**src/rtl/uart_bus_bridge.sv**
```systemverilog
// Host debug bridge: decodes 8N1 'W'/'R' command frames from UART_RX, runs the
// matching bus transfer as initiator, and answers with ACK/NAK or read data.
module uart_bus_bridge #(
    parameter int unsigned PRESCALE    = 50000000 / (9600 * 8),
    parameter int unsigned BUS_TIMEOUT = 1024
) (
    input  logic        i_clock,
    input  logic        i_reset,
    output logic        o_request,
    output logic        o_rw,
    output logic [31:0] o_address,
    output logic [31:0] o_wdata,
    input  logic [31:0] i_rdata,
    input  logic        i_ready,
    output logic        o_busy,
    input  logic        UART_RX,
    output logic        UART_TX
);
    localparam int unsigned TICK_W  = (PRESCALE > 1) ? $clog2(PRESCALE) : 1;
    localparam int unsigned TMO_W   = $clog2(BUS_TIMEOUT + 1);
    localparam int unsigned BIT_CYC = 8 * PRESCALE;
    localparam int unsigned TXC_W   = $clog2(BIT_CYC);

    localparam logic [7:0] OP_WRITE = 8'h57;
    localparam logic [7:0] OP_READ  = 8'h52;
    localparam logic [7:0] BYTE_ACK = 8'h06;
    localparam logic [7:0] BYTE_NAK = 8'h15;

    typedef enum logic [2:0] {
        ST_IDLE  = 3'd0,
        ST_ADDR  = 3'd1,
        ST_DATA  = 3'd2,
        ST_BUS   = 3'd3,
        ST_REPLY = 3'd4
    } state_t;

    function automatic logic [31:0] put_byte(input logic [31:0] word, input logic [1:0] idx,
                                             input logic [7:0] b);
        logic [31:0] r;
        r = word;
        r[{idx, 3'b000} +: 8] = b;
        return r;
    endfunction

    logic              rx_meta_r, rx_sync_r, rx_prev_r;
    logic [TICK_W-1:0] tick_cnt_r;
    logic              tick_s, rx_fall_s;
    logic              rx_active_r, rx_valid_r, rx_ferr_r;
    logic [3:0]        rx_bit_r;
    logic [2:0]        rx_sub_r;
    logic [7:0]        rx_shift_r;
    logic              is_op_s;

    state_t            state_r, next_state_s;
    logic [1:0]        byte_cnt_r;
    logic [31:0]       addr_sh_r, data_sh_r, addr_sh_next_s, data_sh_next_s;
    logic              rw_r, req_r, busy_r;
    logic [31:0]       address_r, wdata_r;
    logic [TMO_W-1:0]  tmo_cnt_r;
    logic              timeout_s, req_next_s, busy_next_s;

    logic              tx_load_s;
    logic [31:0]       tx_load_buf_s;
    logic [1:0]        tx_load_left_s;
    logic              tx_line_r, tx_active_r, tx_last_s;
    logic [8:0]        tx_shift_r;
    logic [31:0]       tx_buf_r;
    logic [1:0]        tx_left_r;
    logic [3:0]        tx_idx_r;
    logic [TXC_W-1:0]  tx_cnt_r;

    assign tick_s    = (tick_cnt_r == TICK_W'(PRESCALE - 1));
    assign rx_fall_s = rx_prev_r & ~rx_sync_r;
    assign is_op_s   = (rx_shift_r == OP_WRITE) || (rx_shift_r == OP_READ);
    assign timeout_s = (tmo_cnt_r == TMO_W'(BUS_TIMEOUT - 1));
    assign tx_last_s = tx_active_r && (tx_cnt_r == TXC_W'(BIT_CYC - 1)) &&
                       (tx_idx_r == 4'd9) && (tx_left_r == 2'd0);

    // RX line synchronizer plus one extra stage for falling-edge detection
    always_ff @(posedge i_clock or negedge i_reset) begin
        if (!i_reset) begin
            rx_meta_r <= 1'b1;
            rx_sync_r <= 1'b1;
            rx_prev_r <= 1'b1;
        end else begin
            rx_meta_r <= UART_RX;
            rx_sync_r <= rx_meta_r;
            rx_prev_r <= rx_sync_r;
        end
    end

    // Free-running oversample tick
    always_ff @(posedge i_clock or negedge i_reset) begin
        if (!i_reset) begin
            tick_cnt_r <= {TICK_W{1'b0}};
        end else if (tick_s) begin
            tick_cnt_r <= {TICK_W{1'b0}};
        end else begin
            tick_cnt_r <= tick_cnt_r + TICK_W'(1);
        end
    end

    // Frame receiver: bit 0 = start (checked at half bit), 1..8 data, 9 stop
    always_ff @(posedge i_clock or negedge i_reset) begin
        if (!i_reset) begin
            rx_active_r <= 1'b0;
            rx_valid_r  <= 1'b0;
            rx_ferr_r   <= 1'b0;
            rx_bit_r    <= 4'd0;
            rx_sub_r    <= 3'd0;
            rx_shift_r  <= 8'h00;
        end else begin
            rx_valid_r <= 1'b0;
            rx_ferr_r  <= 1'b0;
            if (!rx_active_r) begin
                if (rx_fall_s) begin
                    rx_active_r <= 1'b1;
                    rx_bit_r    <= 4'd0;
                    rx_sub_r    <= 3'd0;
                end
            end else if (tick_s) begin
                if (rx_bit_r == 4'd0) begin
                    if (rx_sub_r == 3'd3) begin
                        rx_active_r <= ~rx_sync_r;
                        rx_bit_r    <= 4'd1;
                        rx_sub_r    <= 3'd0;
                    end else begin
                        rx_sub_r <= rx_sub_r + 3'd1;
                    end
                end else if (rx_sub_r == 3'd7) begin
                    rx_sub_r <= 3'd0;
                    if (rx_bit_r == 4'd9) begin
                        rx_active_r <= 1'b0;
                        rx_valid_r  <= rx_sync_r;
                        rx_ferr_r   <= ~rx_sync_r;
                    end else begin
                        rx_shift_r <= {rx_sync_r, rx_shift_r[7:1]};
                        rx_bit_r   <= rx_bit_r + 4'd1;
                    end
                end else begin
                    rx_sub_r <= rx_sub_r + 3'd1;
                end
            end
        end
    end

    // Decoder state register
    always_ff @(posedge i_clock or negedge i_reset) begin
        if (!i_reset) begin
            state_r <= ST_IDLE;
        end else begin
            state_r <= next_state_s;
        end
    end

    // Decoder next-state logic; a framing error mid-command restarts decoding
    always_comb begin
        next_state_s = state_r;
        case (state_r)
            ST_IDLE: begin
                if (rx_valid_r && is_op_s) next_state_s = ST_ADDR;
                else                       next_state_s = ST_IDLE;
            end
            ST_ADDR: begin
                if (rx_ferr_r)                              next_state_s = ST_IDLE;
                else if (rx_valid_r && byte_cnt_r == 2'd3)  next_state_s = rw_r ? ST_DATA : ST_BUS;
                else                                        next_state_s = ST_ADDR;
            end
            ST_DATA: begin
                if (rx_ferr_r)                              next_state_s = ST_IDLE;
                else if (rx_valid_r && byte_cnt_r == 2'd3)  next_state_s = ST_BUS;
                else                                        next_state_s = ST_DATA;
            end
            ST_BUS: begin
                if (i_ready || timeout_s) next_state_s = ST_REPLY;
                else                      next_state_s = ST_BUS;
            end
            ST_REPLY: begin
                if (tx_last_s) next_state_s = ST_IDLE;
                else           next_state_s = ST_REPLY;
            end
            default: next_state_s = ST_IDLE;
        endcase
    end

    // Decoder outputs: reply selection, shift-register inputs, request and busy
    always_comb begin
        tx_load_s      = 1'b0;
        tx_load_buf_s  = 32'h0000_0000;
        tx_load_left_s = 2'd0;
        addr_sh_next_s = addr_sh_r;
        data_sh_next_s = data_sh_r;
        case (state_r)
            ST_IDLE: begin
                if (rx_valid_r && !is_op_s && !tx_active_r) begin
                    tx_load_s     = 1'b1;
                    tx_load_buf_s = {24'h00_0000, BYTE_NAK};
                end else begin
                    tx_load_s = 1'b0;
                end
            end
            ST_ADDR: begin
                if (rx_valid_r) addr_sh_next_s = put_byte(addr_sh_r, byte_cnt_r, rx_shift_r);
                else            addr_sh_next_s = addr_sh_r;
            end
            ST_DATA: begin
                if (rx_valid_r) data_sh_next_s = put_byte(data_sh_r, byte_cnt_r, rx_shift_r);
                else            data_sh_next_s = data_sh_r;
            end
            ST_BUS: begin
                // ready has priority over a simultaneous timeout
                if (i_ready) begin
                    tx_load_s = 1'b1;
                    if (rw_r) begin
                        tx_load_buf_s  = {24'h00_0000, BYTE_ACK};
                        tx_load_left_s = 2'd0;
                    end else begin
                        tx_load_buf_s  = i_rdata;
                        tx_load_left_s = 2'd3;
                    end
                end else if (timeout_s) begin
                    tx_load_s     = 1'b1;
                    tx_load_buf_s = {24'h00_0000, BYTE_NAK};
                end else begin
                    tx_load_s = 1'b0;
                end
            end
            default: tx_load_s = 1'b0;
        endcase
        req_next_s  = (next_state_s == ST_BUS);
        busy_next_s = (next_state_s != ST_IDLE) || tx_load_s || (tx_active_r && !tx_last_s);
    end

    // Command datapath: byte counter, field shift registers, bus outputs
    always_ff @(posedge i_clock or negedge i_reset) begin
        if (!i_reset) begin
            byte_cnt_r <= 2'd0;
            addr_sh_r  <= 32'h0000_0000;
            data_sh_r  <= 32'h0000_0000;
            rw_r       <= 1'b0;
            address_r  <= 32'h0000_0000;
            wdata_r    <= 32'h0000_0000;
            tmo_cnt_r  <= {TMO_W{1'b0}};
            req_r      <= 1'b0;
            busy_r     <= 1'b0;
        end else begin
            addr_sh_r <= addr_sh_next_s;
            data_sh_r <= data_sh_next_s;
            req_r     <= req_next_s;
            busy_r    <= busy_next_s;
            if (state_r == ST_IDLE) begin
                byte_cnt_r <= 2'd0;
                if (rx_valid_r && is_op_s) rw_r <= (rx_shift_r == OP_WRITE);
            end else if (rx_valid_r && (state_r == ST_ADDR || state_r == ST_DATA)) begin
                byte_cnt_r <= byte_cnt_r + 2'd1;
            end
            if (next_state_s == ST_BUS && state_r != ST_BUS) begin
                address_r <= addr_sh_next_s;
                if (rw_r) wdata_r <= data_sh_next_s;
            end
            if (state_r == ST_BUS) tmo_cnt_r <= tmo_cnt_r + TMO_W'(1);
            else                   tmo_cnt_r <= {TMO_W{1'b0}};
        end
    end

    // Reply transmitter: frames stay back-to-back while bytes remain in tx_buf_r
    always_ff @(posedge i_clock or negedge i_reset) begin
        if (!i_reset) begin
            tx_line_r   <= 1'b1;
            tx_active_r <= 1'b0;
            tx_shift_r  <= 9'h1FF;
            tx_buf_r    <= 32'h0000_0000;
            tx_left_r   <= 2'd0;
            tx_idx_r    <= 4'd0;
            tx_cnt_r    <= {TXC_W{1'b0}};
        end else if (tx_load_s) begin
            tx_line_r   <= 1'b0;
            tx_active_r <= 1'b1;
            tx_shift_r  <= {1'b1, tx_load_buf_s[7:0]};
            tx_buf_r    <= {8'h00, tx_load_buf_s[31:8]};
            tx_left_r   <= tx_load_left_s;
            tx_idx_r    <= 4'd0;
            tx_cnt_r    <= {TXC_W{1'b0}};
        end else if (tx_active_r) begin
            if (tx_cnt_r == TXC_W'(BIT_CYC - 1)) begin
                tx_cnt_r <= {TXC_W{1'b0}};
                if (tx_idx_r == 4'd9) begin
                    if (tx_left_r != 2'd0) begin
                        tx_line_r  <= 1'b0;
                        tx_shift_r <= {1'b1, tx_buf_r[7:0]};
                        tx_buf_r   <= {8'h00, tx_buf_r[31:8]};
                        tx_left_r  <= tx_left_r - 2'd1;
                        tx_idx_r   <= 4'd0;
                    end else begin
                        tx_active_r <= 1'b0;
                        tx_line_r   <= 1'b1;
                    end
                end else begin
                    tx_line_r  <= tx_shift_r[0];
                    tx_shift_r <= {1'b1, tx_shift_r[8:1]};
                    tx_idx_r   <= tx_idx_r + 4'd1;
                end
            end else begin
                tx_cnt_r <= tx_cnt_r + TXC_W'(1);
            end
        end
    end

    assign o_request = req_r;
    assign o_rw      = rw_r;
    assign o_address = address_r;
    assign o_wdata   = wdata_r;
    assign o_busy    = busy_r;
    assign UART_TX   = tx_line_r;

endmodule

```
**config.mk**
```make
export PLATFORM = sky130hd
export DESIGN_NAME = uart_bus_bridge
export DESIGN_NICKNAME = d
export VERILOG_FILES = /design/src/rtl/uart_bus_bridge.sv
export SDC_FILE = /design/constraint.sdc
export NUM_CORES = 1
export LEC_CHECK = 0
export CORE_MARGIN = 5
export CORE_UTILIZATION = 45
export CTS_CLUSTER_SIZE = 20
export DETAILED_ROUTE_END_ITERATION = 8
export HOLD_SLACK_MARGIN = 0.15
export MAX_ROUTING_LAYER = met4
export PLACE_DENSITY = 0.72
export SLEW_MARGIN = 20
export SYNTH_ARGS = -nofsm -noshare
export SYNTH_HDL_FRONTEND = slang
export SYNTH_SLANG_ARGS = --single-unit
```
**constraint.sdc**
```tcl
create_clock -name i_clock -period 2.7 [get_ports i_clock]
set_input_delay 0.54 -clock i_clock [delete_from_list [all_inputs] [get_ports i_clock]]
set_output_delay 0.54 -clock i_clock [all_outputs]
set_load 0.005 [all_outputs]
```
Word level (Yosys, flattened, before mapping)
Cells that the tools add are included.

Add/sub/neg operators: 9. Equality and inequality tests: 21. Shift operators: 2. Multiplexer cells: 94. Bitwise gates (word level): 4. Reduce and logical (&&, ||, !) cells: 37.

Operators by type and width (count): $mux 32 (11); $bwmux 32 (2); $pmux 32 s2 (1); $mux 4 (12); $mux 9 (5); $mux 13 (3); $mux 1 (33); $shift 8x7->32 const A (1); $shiftx 8x7->32 (1); $mux 2 (13); $mux 3 (8); $eq 8x7->1 const B (2); $pmux 3 s5 (1); $reduce_bool 2->1 (7); $add 13x1->13 const B (1); $eq 13x13->1 const B (1); $eq 3x2->1 const B (4); $add 11x1->11 const B (1); $eq 11x10->1 const B (1); $mux 11 (1); $add 10x1->10 const B (1); $eq 10x10->1 const B (1); $logic_and 1x1->1 (10); $mux 10 (1); other kinds (27) (45).

Bits in registers: 240. Input bits: 36. Output and inout port bits: 68. Logic and storage cells: 194.

Logic depth before layout (Yosys ltp)
Depth after elaboration: 9. Mapped depth: 10. Depth with buffers taken out: 7.

Worst setup path before layout
Ideal clock, no wire load.

Kind: flip-flop to flip-flop. From: register byte_cnt_r[0]. To: register address_r[0] (netlist: o_address[0]). Setup time: 0.125 ns. Data arrival time: 2.051 ns. Required time: 2.575 ns. Setup slack: 0.525 ns. Cell stages (with the launch flop): 11. Buffers on the path: 3. Period minus slack after synthesis: 2.175 ns. Cell sequence: dfrtp_1 -> inv_1 -> ha_1 -> clkbuf_1 -> inv_1 -> or2_2 -> clkbuf_1 -> clkbuf_1 -> nand2_1 -> o21ai_0 -> mux2_2.

Elaborated cells between the ends (all ways): 15. Those cells by class: 1 x add/sub; 2 x eq/ne; 2 x shift; 8 x mux; 2 x reduce/logical.

RTL lines: start: declaration (line 55) `logic [1:0] byte_cnt_r;`; start signal: assignment (line 255) `byte_cnt_r <= byte_cnt_r + 2'd1;`; $neg 5->7 (*) (line 41) `r[{idx, 3'b000} +: 8] = b;`; $shiftx 8x7->32 / $shift 8x7->32 (equally long branches) (line 41); $bwmux 32 (*) (line 41); $mux 32 (*) (line 203) `if (rx_valid_r) addr_sh_next_s = put_byte(addr_sh_r, byte_cnt_r, rx_shift_r);`; $mux 32 (*) (line 193) `case (state_r)`; net addr_sh_next_s[0] (line 56) `logic [31:0] addr_sh_r, data_sh_r, addr_sh_next_s, data_sh_next_s;`; end signal: assignment (line 258) `address_r <= addr_sh_next_s;`; end: declaration (line 58) `logic [31:0] address_r, wdata_r;`.

Mark *: on every way through the listed nets, which the timed path passes. The rest lies on a longest branch. A chain may end at the register's enable or synchronous reset.

Worst setup path in the final report
From: register byte_cnt_r[0]. To: register wdata_r[6] (netlist: o_wdata[6]).

Word-level cells in the longest chain between the ends: 8. Elaborated cells between the ends (all ways): 16. Those cells by class: 1 x add/sub; 2 x eq/ne; 2 x shift; 8 x mux; 3 x reduce/logical.

Ends and longest elaborated chain: branches (longest 8 deep; another with $neg 5->7); end signal: assignment (line 259) `if (rw_r) wdata_r <= data_sh_next_s;`; end: declaration (line 58).

Parallel ways; which one is timed is not known.

==> summary.txt <==
Route
  • WL final: 23.4 mm
  • Drc violations: 0
  • Initial DRC count: 568
  • Drt via density: 5.52
  • Wire length per cell: 17.0 um
  • Detailed Routing Iterations Pass 1: 5
  • Via count: 7629
  • Final ANT Viol Nets: 0

Yosys
  • Synthesized-area fraction occupied by adder cells: 0.0229
  • Post-synthesis mux area share: 0.0560
  • Async set or reset register ratio after synthesis: 1.00
  • Avg Cell Area, Syn: 10.6 um^2
  • Synth Area in Simple Gates: 0.165
  • Synth Warn #: 0
  • Area share of the largest cell type after synthesis: 0.529
  • Post-synth EDFFs: 0
  • FF+latch count, synth: 231
  • Largest family of logic cells by synthesized area: simple AND/OR/NAND/NOR gates
  • Sequential element share of the synthesized area: 0.559
  • Xor and xnor area share after synthesis: 0.0245
  • Gate Count Post-Synth: 982
  • Cell variety after synth: 67
  • Yosys top cell by area: dfrtp_1
  • Synth top cells by count: dfrtp_1 (219), nand2_1 (164), o21ai_0 (69)
  • Synth Area in Compound Gates: 0.131
  • Mapped Nets: 1037
  • Main synth FF type: dfrtp_1
  • Count leader, synth: dfrtp_1
  • Cell area after synthesis: 10400 um^2
  • Area contributors post-synth: dfrtp_1 (53%), nand2_1 (5.9%), mux2_2 (5.0%), o21ai_0 (3.3%), dfstp_2 (3.0%)

Worst setup path
  • Startpoint Class: register
  • R2r startpoint: byte_cnt_r[0]
  • Worst r2r path cells: 7
  • Arr. time, crit path: 2770 ps
  • CP endpoint kind: register
  • Worst-path fanout max: 24
  • CP required: 3120 ps
  • R2r setup slk: 350 ps
  • Worst flop-to-flop path endpoint: o_wdata[6]
  • Critical path type: reg2reg

Timing
  • Fin crit share: 0.869
  • Final setup fails: 0
  • Fmax: 426 MHz
  • Slew of the pin with the lowest slew margin: 703 ps
  • Pins over their slew limit: 0
  • RSZ-0062 raised after global routing: no
  • Post-Route Skew: 9.09 ps
  • Final setup TNS: 0 ps
  • Worst slew margin: 0.530
  • Final hold vios: 0
  • Period minus WS final: 2350 ps

Floorplanning
  • Die H: 162 um
  • Initial Util: 0.458
  • Chip Width: 162 um
  • Row count: 55
  • Core ar.: 22600 um^2
  • IO Pins: 104
  • Die area: 26200 um^2

Global routing
  • GRT overflow: 0
  • Total Routing Usage GR: 0.183
  • Antenna violations before repair: 0
  • Largest net degree at the start of global routing: 66
  • First-pass GRT wire length: 39.2 mm
  • Vias in the first global route: 7631

Final layout
  • Design Area, Final: 12700 um^2
  • Net count, final: 1133
  • ANT cells: 0
  • Area delta synth->final: 22.2%
  • Final std cells w/o fill: 1381
  • Layout cells sized above 1: 0.143

Clock tree
  • Worst-path clk slew: 70 ps
  • Clock Root Buffer: clkbuf_16
  • CTS tree: done
  • Clock Sinks: 231
  • H-Tree Depth: 1
  • Clock tree buffer depth: 3
  • Clk_lat worst skew: 510 ps
  • Total CTS buffers: 25
  • CTS hold repair buffers: 1
  • Post CTS Setup Buffer Count: 0
  • CTS resizes: 0

Power and ir drop
  • Sequential power share: 0.476
  • Sw frac: 0.204
  • Clk pwr share: 0.505
  • Switch Pwr: 1.49 mW
  • Comb power frac: 0.019
  • Cell Pwr Density: 575 nW/um^2
  • LEAKAGE: 5.70 nW
  • Total power: 7.29 mW
  • Int Pwr: 5.80 mW
  • Maximum VDD drop: 0.442 mV

Place
  • Hpwl dp: 15.5 mm
  • Dpl cells: 1335
  • Cell Area, Placed: 11800 um^2
  • RePlAce Congestion: 0.802
  • # port buffers: 103

Min path
  • WHS Path Cells: 0
  • Worst Hold Launch: rx_meta_r
  • Hold crit path type: reg2reg
  • WHS Endpoint: rx_sync_r

Run status
  • Status: completed

Flow run
  • Maxcap violations: 0
## routing by layer
layer  track usage  up-vias  wire (um)
li1              -     3629          -
met1         0.256     3785      10900
met2         0.284      176      10900
met3        0.0254       39        938
met4        0.0507        0        625
met5             -        -          0
## cell usage in the layout, fill, tap and decap left out, types with 24 or more instances in the layout
| cell type | synthesis | routed |
|---|---|---|
| dfrtp_1 | 219 | 219 |
| nand2_1 | 164 | 164 |
| clkdlybuf4s50_1 | 0 | 102 |
| o21ai_0 | 69 | 69 |
| a21oi_1 | 47 | 47 |
| mux2_2 | 46 | 46 |
| nor2_1 | 43 | 42 |
| inv_1 | 39 | 39 |
| nand4_1 | 35 | 35 |
| clkbuf_16 | 0 | 25 |
| buf_4 | 1 | 25 |
| a41oi_1 | 24 | 24 |
## how the worst max path moves through the flow
stage | from | endpoint | slack, ps | cells past startpoint
finish | byte_cnt_r[0] | o_wdata[6] | 350 | 7
global route | state_r[1] | o_wdata[10] | 180 | 6
CTS | byte_cnt_r[0] | o_wdata[6] | 370 | 7
detailed placement | i_ready | tx_left_r[0] | 320 | 6
global placement | i_ready | tx_left_r[1] | 370 | 6
floorplan | byte_cnt_r[0] | o_address[0] | 520 | 10
## worst max-delay path: stages (launching register included)
cell      delay, ps
dfrtp_1         460
ha_1            300
nand4b_1        130
a211o_1         380
a21oi_4         340
buf_4           340
a21oi_1         110
a41oi_1         190
## power groups by stage
| stage | logic [mW] | registers, mW | clock network [mW] |
|---|---|---|---|
| after floorplan | 0.00196 | 3.53 | 0 |
| after global placement | 0.139 | 3.53 | 0 |
| final | 0.135 | 3.47 | 3.68 |
| after global routing | 0.154 | 3.47 | 3.91 |
| after detailed placement | 0.139 | 3.53 | 0 |
| after CTS | 0.141 | 3.47 | 3.75 |
## cell type report
type	instances	area, um^2
flip-flops and latches	231	5800
fillers	1928	9970
well taps	285	357
multi-input cells	647	4150
clock inverters	14	218
inverters	39	146
repair buffers	134	1330
clock buffers	31	678
## flip-flops by register name (all words and copies together), names as in the netlist, 2 cells and up
register	count
o_address	32
data_sh_r	32
state_r	3
tx_buf_r	24
rx_sub_r	3
tick_cnt_r	10
tx_left_r	2
tx_idx_r	4
rx_bit_r	4
o_wdata	32
addr_sh_r	32
tx_cnt_r	13
tmo_cnt_r	11
rx_shift_r	8
tx_shift_r	8
byte_cnt_r	2
## metrics by stage
| stage | hold WS, ps | setup slack [ps] | util |
|---|---|---|---|
| global placement | 347 | 374 | 0.520 |
| finish | 357 | 353 | 0.560 |
| global route | 364 | 180 | 0.560 |
| floorplan | 244 | 525 | - |
| detailed placement | 349 | 315 | 0.520 |
| CTS | 358 | 365 | 0.560 |
## cells by family after synthesis
family,Yosys count
AND/OR/NAND/NOR,344
multiplexers,52
XOR/XNOR,29
buffers and inverters,104
adder cells (fa/ha/maj),19
flip-flops,231
AO/OA/AOI/OAI,203
Power figures use the tool's default switching activity.
